`src/rtl/vedic_mul_arbiter.sv`:
```
// rtl/vedic_mul_arbiter.sv - credit-based two-requester arbiter sharing one pipelined vedic multiplier
// Define VEDIC_ARB_FIXED_PRIO_EN for fixed priority (req0 over req1); default build is round-robin.
`timescale 1ns/1ps
module vedic_mul_arbiter #(
    parameter int WIDTH      = 24,
    parameter int MUL_LAT    = 4,
    parameter int FIFO_DEPTH = 4
) (
    input  logic             clk,
    input  logic             rst_n,
    input  logic             req0_valid,
    output logic             req0_ready,
    input  logic [WIDTH-1:0] req0_a,
    input  logic [WIDTH-1:0] req0_b,
    input  logic             req1_valid,
    output logic             req1_ready,
    input  logic [WIDTH-1:0] req1_a,
    input  logic [WIDTH-1:0] req1_b,
    output logic             res0_valid,
    input  logic             res0_ready,
    output logic [WIDTH-1:0] res0_c,
    output logic             res1_valid,
    input  logic             res1_ready,
    output logic [WIDTH-1:0] res1_c,
    output logic [WIDTH-1:0] mul_a,
    output logic [WIDTH-1:0] mul_b,
    input  logic [WIDTH-1:0] mul_c,
    output logic             busy
);
    localparam int CW = $clog2(FIFO_DEPTH + 1);
    localparam int PW = (FIFO_DEPTH > 1) ? $clog2(FIFO_DEPTH) : 1;

    logic [1:0]       w_req_valid;
    logic [1:0]       w_res_ready;
    logic [1:0]       w_has_credit;
    logic [1:0]       w_elig;
    logic [1:0]       w_gnt;
    logic [1:0]       w_wr;
    logic [1:0]       w_res_valid;
    logic [WIDTH-1:0] w_res_c [2];
    logic             w_issue;
    logic             w_id;
    logic [MUL_LAT:0] r_tag_v;
    logic [MUL_LAT:0] r_tag_id;
    logic [WIDTH-1:0] r_mul_a;
    logic [WIDTH-1:0] r_mul_b;

    function automatic logic [PW-1:0] f_wrap_inc(input logic [PW-1:0] p);
        return (p == PW'(FIFO_DEPTH - 1)) ? '0 : p + PW'(1);
    endfunction

    assign w_req_valid = {req1_valid, req0_valid};
    assign w_res_ready = {res1_ready, res0_ready};
    assign w_elig      = w_req_valid & w_has_credit & {2{rst_n}};

`ifdef VEDIC_ARB_FIXED_PRIO_EN
    assign w_gnt[0] = w_elig[0];
`else
    logic r_last;

    // r_last holds the requester granted most recently; reset to 1 so req0 goes first.
    assign w_gnt[0] = w_elig[0] && (!w_elig[1] || r_last);

    always_ff @(posedge clk or negedge rst_n) begin
        if (!rst_n) begin
            r_last <= 1'b1;
        end else if (w_issue) begin
            r_last <= w_id;
        end
    end
`endif
    assign w_gnt[1] = w_elig[1] && !w_gnt[0];
    assign w_issue  = |w_gnt;
    assign w_id     = w_gnt[1];

    // Extra tag stage lines the last entry up with the cycle mul_c carries that product.
    always_ff @(posedge clk or negedge rst_n) begin
        if (!rst_n) begin
            r_tag_v  <= '0;
            r_tag_id <= '0;
            r_mul_a  <= '0;
            r_mul_b  <= '0;
        end else begin
            r_tag_v  <= {r_tag_v[MUL_LAT-1:0], w_issue};
            r_tag_id <= {r_tag_id[MUL_LAT-1:0], w_id};
            if (w_issue) begin
                r_mul_a <= w_id ? req1_a : req0_a;
                r_mul_b <= w_id ? req1_b : req0_b;
            end
        end
    end

    assign w_wr = {r_tag_v[MUL_LAT] & r_tag_id[MUL_LAT], r_tag_v[MUL_LAT] & ~r_tag_id[MUL_LAT]};

    for (genvar n = 0; n < 2; n++) begin : g_req
        logic [WIDTH-1:0] r_mem [FIFO_DEPTH];
        logic [PW-1:0]    r_wr_ptr;
        logic [PW-1:0]    r_rd_ptr;
        logic [CW-1:0]    r_count;
        logic [CW-1:0]    r_credit;
        logic             w_pop;

        assign w_pop = (r_count != '0) && w_res_ready[n];

        always_ff @(posedge clk or negedge rst_n) begin
            if (!rst_n) begin
                r_wr_ptr <= '0;
                r_rd_ptr <= '0;
                r_count  <= '0;
                r_credit <= CW'(FIFO_DEPTH);
            end else begin
                if (w_wr[n]) r_wr_ptr <= f_wrap_inc(r_wr_ptr);
                if (w_pop)   r_rd_ptr <= f_wrap_inc(r_rd_ptr);
                if (w_wr[n] && !w_pop)      r_count <= r_count + CW'(1);
                else if (!w_wr[n] && w_pop) r_count <= r_count - CW'(1);
                if (w_gnt[n] && !w_pop)      r_credit <= r_credit - CW'(1);
                else if (!w_gnt[n] && w_pop) r_credit <= r_credit + CW'(1);
            end
        end

        always_ff @(posedge clk) begin
            if (w_wr[n]) r_mem[r_wr_ptr] <= mul_c;
        end

        assign w_has_credit[n] = (r_credit != '0);
        assign w_res_valid[n]  = (r_count != '0);
        assign w_res_c[n]      = r_mem[r_rd_ptr];
    end

    assign req0_ready = w_gnt[0];
    assign req1_ready = w_gnt[1];
    assign res0_valid = w_res_valid[0];
    assign res1_valid = w_res_valid[1];
    assign res0_c     = w_res_c[0];
    assign res1_c     = w_res_c[1];
    assign mul_a      = r_mul_a;
    assign mul_b      = r_mul_b;
    assign busy       = (|r_tag_v) || (|w_res_valid);
endmodule

```
`config.mk`:
```
export PLATFORM = sky130hd
export DESIGN_NAME = vedic_mul_arbiter
export DESIGN_NICKNAME = d
export VERILOG_FILES = /design/src/rtl/vedic_mul_arbiter.sv
export SDC_FILE = /design/constraint.sdc
export NUM_CORES = 1
export LEC_CHECK = 0
export ABC_AREA = 1
export CELL_PAD_IN_SITES_DETAIL_PLACEMENT = 1
export CELL_PAD_IN_SITES_GLOBAL_PLACEMENT = 1
export CORE_UTILIZATION = 37
export CTS_BUF_LIST = sky130_fd_sc_hd__clkbuf_16
export CTS_CLUSTER_SIZE = 28
export DETAILED_ROUTE_END_ITERATION = 8
export PLACE_DENSITY_LB_ADDON = 0.1
export SLEW_MARGIN = 5
export SYNTH_ARGS = -nofsm -noshare
export SYNTH_HDL_FRONTEND = slang
export SYNTH_SLANG_ARGS = --single-unit
```
`constraint.sdc`:
```
create_clock -name clk -period 2.2 [get_ports clk]
set_clock_uncertainty 0.05 [all_clocks]
set_input_delay 0.55 -clock clk [delete_from_list [all_inputs] [get_ports clk]]
set_output_delay 0.55 -clock clk [all_outputs]
set_load 0.02 [all_outputs]
```
==> results.yml <==
floorplanning:
  io_pins: 227
  die_h_um: 175
  initial_core_util: 0.376
  rows: 63
  die_w_um: 175
  die_area_um2: 30700
  core_um2: 29600
route:
  via_per_inst: 5.11
  routedWlPerCell_um: 20.5
  drtIter0Drc: 497
  totalWireLength_um: 33400
  drc_errors: 0
  via_count: 8318
  firstDrtPassIters: 5
  detail-route-antenna-nets: 0
setup_path:
  reg2reg_slack_ns: 0.06
  path_class: "reg -> out"
  worst_path_most_repeated_cell: "buf_4"
  worstReg2RegEnd: "g_req[1].r_credit[1]"
  crit_arrival_ns: 1.85
  r2r-start: "g_req[0].r_credit[2]"
  start_kind: "flop"
  path_cells: "inv_8, buf_12, nor2_1, o22ai_2, buf_4, buf_4"
  cp_slowest_cell: "dfrtp_2"
  max_stage_delay_ns: 0.47
  crit_required_ns: 1.60
  cp_max_fo: 7
  rr_worst_depth: 9
  critPathCaptureType: "output pin"
placement:
  port_buffers: 226
  dp_hpwl_um: 20500
  gp_congestion: 0.741
  place_inst: 1554
clock_tree:
  cts_made_buffers: 29
  cts_root_buf: "clkbuf_16"
  clk_pin_slew_worst_paths_ns: 0.06
  h-tree-depth: 1
  cts_tree: "done"
  cts.sinks: 271
  clk_latency_ns: 0.54
  clock_path_buffers: 3
yosys:
  syn_nets: 1079
  syn_area_um2: 11100
  synth.top_cell.area_share: 0.519
  synthTopCellsByArea: "edfxtp_1 52%, dfrtp_1 17%, nand3_1 6.6%"
  avgSynthCellArea_um2: 11.9
  syn_inst: 935
  synth.distinct_cells: 27
  synth_seq_cells: 271
  synth-edff-count: 192
  synth_top_area_cell: "edfxtp_1"
  yosys_warnings: 0
  yosysSeqAreaShare: 0.697
  yosys_most_used_dff: "edfxtp_1"
  netlist_top_cells_count: "192 x edfxtp_1, 146 x nand3_1, 117 x nor2_1"
  ys_async_sr_fraction: 0.292
  synth.most_common_cell: "edfxtp_1"
grt:
  overflow: 0
  grt_usage: 0.215
  grt_pass1_vias: 8959
  grt_pass1_wl_um: 50800
  grt_max_degree: 74
  antenna_found_initial: 0
finish:
  fin_nets: 1362
  drive_gt1_frac: 0.247
  fin_cells: 1628
  area_growth_pct: 44.3
  n_antenna_cell: 0
hold_path:
  min_path_type: "in -> async"
timing:
  max_slew_margin: 0.359
  finalSetupViolations: 49
  rsz0062_at_grt: "true"
  finalMaxSlewViolations: 0
  fin_crit_ns: 2.45
  period_share: 1.11
  fin_tns_setup_ns: -6.82
  worstMarginPinSlew_ns: 0.962
  hold_viol_final: 0
  max_freq_ghz: 0.409
  setup_ws_ns: -0.245
pwr:
  ir_drop_v: 0.000845
  p_per_area_nw_per_um2: 1370
  p_leak_uw: 0.00623
outcome:
  violations: "setup timing"
  status: "complete, but fails checks"
job:
  maxCapViolCount: 0
cell families after synthesis:
kind of cell,share of synthesized area
muxes,0.00304
adders and majority gates,0.0230
DFF,0.697
xor gates and xnor gates,0.00631
buffers and inverters,0.0489
AOI/OAI and AO/OA,0.0894
and+or+nand+nor,0.132
critical path, delay by kind of cell (launching register included):
kind / cells / cell delay, ns
AND/OR/NAND/NOR: 1 / 0.19
buffers and inverters: 4 / 0.53
flip-flops: 1 / 0.47
AO/OA/AOI/OAI: 1 / 0.11
worst max path at each step:
stage / from / to / slack (ns) / cells past startpoint
4_1_cts: g_req[1].r_rd_ptr[0] / res1_c[7] / -0.26 / 6
3_3_place_gp: req0_valid / req1_ready / -0.51 / 7
3_5_place_dp: req0_valid / req1_ready / -0.53 / 7
5_1_grt: g_req[1].r_rd_ptr[0] / res1_c[10] / -0.32 / 6
2_1_floorplan: rst_n / g_req[1].r_credit[1] / -0.08 / 9
6_report: g_req[1].r_rd_ptr[0] / res1_c[10] / -0.25 / 6
routing by layer:
| metal | track usage | wire length (µm) | vias to the layer above |
|---|---|---|---|
| li1 | - | - | 3893 |
| met1 | 0.257 | 13300 | 4152 |
| met2 | 0.384 | 17100 | 227 |
| met3 | 0.0602 | 2410 | 46 |
| met4 | 0.0457 | 609 | 0 |
| met5 | 0 | 0 | - |
placed cells by master (no fill, tap or decap), drive strengths merged, types with 14 or more instances in the layout:
| cell type | Yosys | routed |
|---|---|---|
| a21oi | 31 | 31 |
| buf | 36 | 132 |
| o22ai | 48 | 48 |
| o21ai | 106 | 106 |
| clkbuf | 22 | 32 |
| ha | 14 | 14 |
| clkdlybuf4s50 | 0 | 165 |
| nor2 | 118 | 118 |
| dfrtp | 76 | 76 |
| inv | 59 | 66 |
| edfxtp | 192 | 192 |
| nand3 | 148 | 148 |
| nand2 | 66 | 66 |
metrics by stage:
step	util	area [µm²]	power, µW	hold WS (ns)	worst slack, ns
detailed placement	0.479	14200	15600	0.286	-0.531
finish	0.542	16000	21900	0.248	-0.245
CTS	0.522	15400	20900	0.300	-0.258
global route	0.542	16000	23100	0.302	-0.318
global placement	0.479	14200	15400	0.283	-0.510
floorplan	-	11200	11300	0.204	-0.0764
flip-flops by register name, indices dropped and copies added, names as in the netlist:
name / cells
g_req.r_count: 6
g_req.r_credit: 6
g_req.r_mem: 192
g_req.r_rd_ptr: 4
g_req.r_wr_ptr: 4
mul_a: 24
mul_b: 24
r_last: 1
r_tag_id: 5
r_tag_v: 5
where the power goes:
part	switching (µW)	internal, µW	total, µW
sequential	498	6480	6980
combinational	5730	4810	10500
clock	1910	2470	4390
total	8150	13800	21900
layout make-up:
| class | instances | area (µm²) |
|---|---|---|
| multi-input cells | 547 | 3420 |
| fillers | 3005 | 13500 |
| clock buffers | 29 | 726 |
| inverters | 59 | 245 |
| flip-flops and latches | 271 | 7750 |
| repair buffers | 310 | 3290 |
| clock inverters | 22 | 114 |
| well taps | 390 | 488 |
what timing repair did:
item | 4_1_cts | 5_1_grt
endpoints found under the setup margin | 55 | 60
hold endpoints to repair | 10 | 0
pin swaps | 26 | 36
resized for setup | 358 | 176
setup buffers | 10 | 6
hold buffers | 1 | 0
cloned | 5 | 4
Power figures use the tool's default switching activity.
